`src/rtl/mmio_hub_pkg.sv`:
```
// rtl/mmio_hub_pkg.sv - register offsets and sizing helper shared by the mmio_hub slice
package mmio_hub_pkg;

    localparam logic [7:0] OFF_SW        = 8'h00;
    localparam logic [7:0] OFF_LED       = 8'h40;
    localparam logic [7:0] OFF_BLINK_EN  = 8'h80;
    localparam logic [7:0] OFF_BLINK_PER = 8'h84;
    localparam logic [7:0] OFF_STATUS    = 8'h88;
    localparam logic [7:0] OFF_IRQ_EN    = 8'h8C;

    // Switch and LED banks each own a 16-word window selected by the top two offset bits.
    localparam logic [7:0] REGION_MASK   = 8'hC0;

    // Bits needed to hold a counter that runs 0..value-1; never narrower than one bit.
    function automatic int clog2(input int value);
        int width;
        int rem;
        width = 0;
        rem   = value - 1;
        while (rem > 0) begin
            width = width + 1;
            rem   = rem >> 1;
        end
        return (width < 1) ? 1 : width;
    endfunction

endpackage

```
`src/rtl/sw_debounce.sv`:
```
// rtl/sw_debounce.sv - one 16-bit switch bank: 2-FF synchroniser, stability counter, accepted value
module sw_debounce
    import mmio_hub_pkg::*;
#(
    parameter int DEBOUNCE_CYC = 20000
) (
    input  logic        clock,
    input  logic        rst,
    input  logic [15:0] raw,
    output logic [15:0] stable,
    output logic        change
);

    localparam int            CW       = clog2(DEBOUNCE_CYC);
    localparam logic [CW-1:0] CNT_LAST = CW'(DEBOUNCE_CYC - 1);

    logic [15:0]   sync_a;
    logic [15:0]   sync_b;
    logic [15:0]   sync_prev;
    logic [CW-1:0] cnt;
    logic [CW-1:0] run;

    // A new synchronised value restarts the run at zero in the same cycle it is first seen.
    always_comb begin
        run = (sync_b == sync_prev) ? cnt : '0;
    end

    assign change = (sync_b != stable) && (run == CNT_LAST);

    always_ff @(posedge clock or negedge rst) begin
        if (!rst) begin
            sync_a    <= '0;
            sync_b    <= '0;
            sync_prev <= '0;
            stable    <= '0;
            cnt       <= '0;
        end else begin
            sync_a    <= raw;
            sync_b    <= sync_a;
            sync_prev <= sync_b;
            if (sync_b == stable) begin
                cnt <= '0;
            end else if (change) begin
                stable <= sync_b;
                cnt    <= '0;
            end else begin
                cnt <= run + CW'(1);
            end
        end
    end

endmodule

```
`src/rtl/mmio_hub.sv`:
```
// rtl/mmio_hub.sv - memory-mapped IO hub: debounced switch banks, blinking LED banks, change interrupt
module mmio_hub
    import mmio_hub_pkg::*;
#(
    parameter int          SW_BANKS      = 2,
    parameter int          LED_BANKS     = 2,
    parameter int          DEBOUNCE_CYC  = 20000,
    parameter logic [23:0] BLINK_DEFAULT = 24'd5000000
) (
    input  logic                   clock,
    input  logic                   rst,
    input  logic                   io_read,
    input  logic                   io_write,
    input  logic [7:0]             io_addr,
    input  logic [31:0]            io_wdata,
    output logic [31:0]            io_rdata,
    output logic                   io_ready,
    input  logic [16*SW_BANKS-1:0] switches,
    output logic [16*LED_BANKS-1:0] lights,
    output logic                   irq
);

    logic [15:0]          sw_deb [SW_BANKS];
    logic [SW_BANKS-1:0]  sw_change;
    logic [SW_BANKS-1:0]  sw_status;
    logic [SW_BANKS-1:0]  irq_en;
    logic [SW_BANKS-1:0]  status_clr;
    logic [15:0]          led_reg [LED_BANKS];
    logic [LED_BANKS-1:0] blink_en;
    logic [23:0]          blink_per;
    logic [23:0]          blink_cnt;
    logic                 phase;

    logic        wr;
    logic        rd;
    logic [7:0]  off;
    logic [3:0]  idx;
    logic        in_sw;
    logic        in_led;
    logic        blink_wr;
    logic [31:0] rd_mux;
    logic        unused_bits;

    for (genvar i = 0; i < SW_BANKS; i++) begin : g_sw
        sw_debounce #(
            .DEBOUNCE_CYC(DEBOUNCE_CYC)
        ) u_deb (
            .clock (clock),
            .rst   (rst),
            .raw   (switches[16*i +: 16]),
            .stable(sw_deb[i]),
            .change(sw_change[i])
        );
    end

    // A simultaneous read and write strobe is treated purely as a write.
    assign wr       = io_write;
    assign rd       = io_read & ~io_write;
    assign off      = {io_addr[7:2], 2'b00};
    assign idx      = io_addr[5:2];
    assign in_sw    = (off & REGION_MASK) == OFF_SW;
    assign in_led   = (off & REGION_MASK) == OFF_LED;
    assign blink_wr = wr && (off == OFF_BLINK_PER);

    assign status_clr  = (wr && (off == OFF_STATUS)) ? io_wdata[SW_BANKS-1:0] : '0;
    assign unused_bits = ^{io_addr[1:0], io_wdata[31:24]};

    always_comb begin
        rd_mux = '0;
        if (in_sw) begin
            for (int i = 0; i < SW_BANKS; i++) begin
                if (idx == 4'(i)) begin
                    rd_mux = {16'h0, sw_deb[i]};
                end
            end
        end else if (in_led) begin
            for (int j = 0; j < LED_BANKS; j++) begin
                if (idx == 4'(j)) begin
                    rd_mux = {16'h0, led_reg[j]};
                end
            end
        end else begin
            case (off)
                OFF_BLINK_EN:  rd_mux = 32'(blink_en);
                OFF_BLINK_PER: rd_mux = {8'h0, blink_per};
                OFF_STATUS:    rd_mux = 32'(sw_status);
                OFF_IRQ_EN:    rd_mux = 32'(irq_en);
                default:       rd_mux = '0;
            endcase
        end
    end

    always_ff @(posedge clock or negedge rst) begin
        if (!rst) begin
            for (int j = 0; j < LED_BANKS; j++) begin
                led_reg[j] <= '0;
            end
            blink_en  <= '0;
            blink_per <= BLINK_DEFAULT;
            irq_en    <= '0;
            sw_status <= '0;
            irq       <= 1'b0;
            io_ready  <= 1'b0;
            io_rdata  <= '0;
        end else begin
            io_ready <= io_read | io_write;
            io_rdata <= rd ? rd_mux : 32'h0;
            irq      <= |(sw_status & irq_en);
            // A new change event outranks a same-cycle write-one-to-clear of that bit.
            sw_status <= (sw_status & ~status_clr) | sw_change;
            if (wr) begin
                if (in_led) begin
                    for (int j = 0; j < LED_BANKS; j++) begin
                        if (idx == 4'(j)) begin
                            led_reg[j] <= io_wdata[15:0];
                        end
                    end
                end
                case (off)
                    OFF_BLINK_EN:  blink_en  <= io_wdata[LED_BANKS-1:0];
                    OFF_BLINK_PER: blink_per <= io_wdata[23:0];
                    OFF_IRQ_EN:    irq_en    <= io_wdata[SW_BANKS-1:0];
                    default:       ;
                endcase
            end
        end
    end

    // Zero half-period means solid on; reprogramming the period restarts in the on phase.
    always_ff @(posedge clock or negedge rst) begin
        if (!rst) begin
            blink_cnt <= '0;
            phase     <= 1'b0;
        end else if (blink_wr) begin
            blink_cnt <= '0;
            phase     <= 1'b1;
        end else if (blink_per == 24'd0) begin
            blink_cnt <= '0;
            phase     <= 1'b1;
        end else if (blink_cnt == blink_per - 24'd1) begin
            blink_cnt <= '0;
            phase     <= ~phase;
        end else begin
            blink_cnt <= blink_cnt + 24'd1;
        end
    end

    always_ff @(posedge clock or negedge rst) begin
        if (!rst) begin
            lights <= '0;
        end else begin
            for (int j = 0; j < LED_BANKS; j++) begin
                lights[16*j +: 16] <= (blink_en[j] && !phase) ? 16'h0 : led_reg[j];
            end
        end
    end

endmodule

```
`config.mk`:
```
export PLATFORM = sky130hd
export DESIGN_NAME = mmio_hub
export DESIGN_NICKNAME = d
export VERILOG_FILES = /design/src/rtl/mmio_hub_pkg.sv /design/src/rtl/sw_debounce.sv /design/src/rtl/mmio_hub.sv
export SDC_FILE = /design/constraint.sdc
export NUM_CORES = 1
export LEC_CHECK = 0
export CAP_MARGIN = 25
export CORE_ASPECT_RATIO = 0.8
export CORE_MARGIN = 3
export CORE_UTILIZATION = 30
export CTS_CLUSTER_DIAMETER = 100
export DETAILED_ROUTE_END_ITERATION = 7
export GPL_TIMING_DRIVEN = 0
export HOLD_SLACK_MARGIN = 0.02
export SLEW_MARGIN = 20
export SYNTH_ARGS = -nofsm -noshare
export SYNTH_HDL_FRONTEND = slang
export SYNTH_SLANG_ARGS = --single-unit
```
`constraint.sdc`:
```
create_clock -name clock -period 4.04 [get_ports clock]
set_input_delay 1.212 -clock clock [delete_from_list [all_inputs] [get_ports clock]]
set_output_delay 1.212 -clock clock [all_outputs]
set_load 0.02 [all_outputs]
```
==> impl_metrics.yaml <==
layout:
  stdcell_area_um2: 15800
  multi_input_area_um2: 4830
  area_delta_synth_final_pct: 25.2
  drive_gt1_frac: 0.169
  num-fill-cells: 3949
  finish.utilization: 0.385
  num-nets-final: 1260
  antennaDiodeCount: 0
  regArea_um2: 7590
setup_path:
  worst-path-max-fanout: 10
  cp.required_ns: 4.38
  path_buf_inv: 3
  startpoint_type: "primary input"
  crit_path_frequent_cell: "clkbuf_1"
  critPathKind: "primary input to flop"
  cpMaxStageDelayCell: "a2111oi_0"
  path_cells: "clkdlybuf4s50_1 -> nor4b_2 -> and2_1 -> clkbuf_1 -> clkbuf_1 -> nand2_1 -> a2111oi_0"
  crit_arrival_ns: 4.19
  max_stage_delay_ns: 0.79
  endpoint_kind: "flop"
  critPathTopFamily: "buffers and inverters"
global_route:
  overflow: 0
  grt_pass1_vias: 8525
  grt_max_degree: 88
  grt_use_total: 0.141
  antenna_found_initial: 4
  grt_pass1_wl_um: 49600
sta:
  final-hold-violation-count: 0
  worstMarginPinSlew_ns: 0.863
  slew_violations: 0
  clock_skew_ns: 0.0225
  finalCritPeriodShare: 0.953
  tns_ns: 0
  fin_ws_ns: 0.188
  max_slew_margin: 0.410
  setup_violations: 0
  fin_crit_ns: 3.85
  fmax_mhz: 260
  rsz0062_at_grt: "no"
clock_network:
  clk_pin_slew_ns: 0.06
  cts_hold_buf: 0
  htreeDepth: 2
  insertion_delay_ns: 0.53
  numCtsBuffers: 34
  cts_tree: "built"
  clockRootBuffer: "clkbuf_16"
  clockBufferDepth: 3
  clock-sinks: 303
yosys:
  async_reset_ff_frac: 1.00
  synth_xor_xnor_area_share: 0.0921
  synth_fa_ha_area_frac: 0.00396
  postSynthCellCount: 1011
  synth.most_common_cell: "dfrtp_1"
  synth_top_family_by_area: "simple AND/OR/NAND/NOR gates"
  synth-seq-area-share: 0.600
  synth-edff-count: 0
  synth-seq-cells: 303
  synth_compound_area_frac: 0.0527
  synthMuxAreaShare: 0.0869
  synth_top_area_share: 0.584
  ys_warn_count: 0
  synth_top_area_cell: "dfrtp_1"
  syn_area_per_cell_um2: 12.5
  ys_types: 62
  ys_top_cells_by_count: "dfrtp_1 (295), xnor2_1 (98), mux2_2 (95), nor2_1 (80), nand2_1 (54)"
  ys_dominant_reg_cell: "dfrtp_1"
  synth_area_leaders: "dfrtp_1 (58%), mux2_2 (8.5%), xnor2_1 (6.8%)"
  netlist_area_um2: 12600
  yosys.area_share.simple: 0.141
placed_design:
  portBuffers: 121
  hpwlAfterDp_um: 23000
  detailed_place.area_um2: 14700
  pre_cts_ws_ns: -0.757
  finalWeightedCongestion: 0.814
pwr:
  leakage_nw: 6.76
  p_per_area_nw_per_um2: 469
  ir_drop_v: 0.000258
routing:
  routed_wl_um: 31300
  dr_total_vias: 8232
  drt_iter0_drc: 705
  drtAntennaViolNets: 0
  avgViaCountPerCell: 4.71
  drt_first_pass_iters: 5
  drc_errors: 0
  detail_route.wl_per_cell_um: 17.9
hold_path:
  hp-class: "flop to flop"
status:
  status: "finished, final reports clean"
floorplanning:
  die_area_um2: 44700
  std_cell_rows: 66
  initial_core_util: 0.308
  io_pins: 142
  die_height_um: 190
  fp.dieW_um: 236
  core_area_um2: 41100
flow_run:
  drv_cap: 0
worst register-to-register path, cell delays in order (launching register included):
cell     delay, ns
dfrtp_1       0.42
xnor2_1       0.19
nand4_1       0.20
nor4_4        0.49
and2_1        0.21
ha_1          0.20
nand3_1       0.12
nor2_1        0.25
nand4_1       0.24
nor3_4        0.41
buf_2         0.35
mux2_2        0.37
kinds of logic (layout without fill, tap and decap cells):
group           Yosys count  count (layout)
buf+inv                  58             245
xor+xnor                133             133
mux                      98              98
simple gates            330             330
compound gates           84              84
fa+ha+maj                 4               4
flops                   303             303
other cells               1               8
layout make-up:
class	count	share of cell area
clock inverter	19	0.0121
buffer	48	0.0158
inverter	10	0.00237
timing repair buffer	126	0.0831
multi-input combinational	657	0.305
tap	544	0.0430
clock buffer	42	0.0589
sequential	303	0.480
final timing paths:
path | startpoint | to | slack [ns] | cells after the start
min in group asynchronous | rst | g_sw[0].u_deb.cnt[6] | 0.70 | 1
max in group asynchronous | rst | io_rdata[6] | 2.16 | 3
max reg2reg | g_sw[1].u_deb.sync_b[15] | g_sw[1].u_deb.stable[7] | 0.46 | 11
min reg2reg | g_sw[0].u_deb.sync_a[8] | g_sw[0].u_deb.sync_b[8] | 0.35 | 0
min | g_sw[0].u_deb.sync_a[8] | g_sw[0].u_deb.sync_b[8] | 0.35 | 0
max | io_addr[3] | io_rdata[14] | 0.19 | 7
cells in the final DEF, fill, tap and decap left out, drive strengths merged, types with 3 or more instances in the layout:
master / instances
nor4: 18
nor3b: 4
o22ai: 3
clkinv: 11
nand4: 25
or2: 6
mux2: 95
nand3b: 5
and2: 40
clkinvlp: 4
a22oi: 4
nor2b: 5
clkbuf: 70
a221oi: 30
dfrtp: 295
nor3: 14
a2111oi: 13
mux2i: 3
buf: 25
nand3: 26
o21ai: 5
and3: 27
nor4b: 6
a21oi: 8
ha: 4
o21a: 3
inv: 12
nor2: 80
xnor2: 98
conb: 8
a31oi: 3
clkdlybuf4s50: 120
nand2b: 10
nand2: 54
dfstp: 8
xor2: 35
power by group:
group	internal [mW]	switching [mW]	leakage [nW]
clock	1.79	1.27	0.546
combinational	0.451	0.466	2.33
sequential	3.25	0.192	3.89
through the flow:
step	total power [mW]	instances	hold WS, ns
4_1_cts	7.54	1748	0.349
3_3_place_gp	4.39	1683	0.336
6_report	7.42	1749	0.346
5_1_grt	7.79	1749	0.350
2_1_floorplan	3.99	1018	0.331
3_5_place_dp	4.42	1687	0.335
repair_timing:
| action | in CTS | in global routing |
|---|---|---|
| hold endpoints to repair | 0 | 0 |
| endpoints found under the setup margin | 12 | 10 |
| resized for setup | 2 | 3 |
| buffers inserted | 0 | 0 |
routing by layer:
layer,part of all wire,routed length [um],track usage,up-vias
li1,-,-,-,3870
met1,0.49,15400,0.209,4119
met2,0.43,13400,0.210,194
met3,0.061,1910,0.0332,45
met4,0.016,501,0.0292,4
met5,0.00086,27,0,-
No activity file was read; power rests on OpenSTA's default activity.
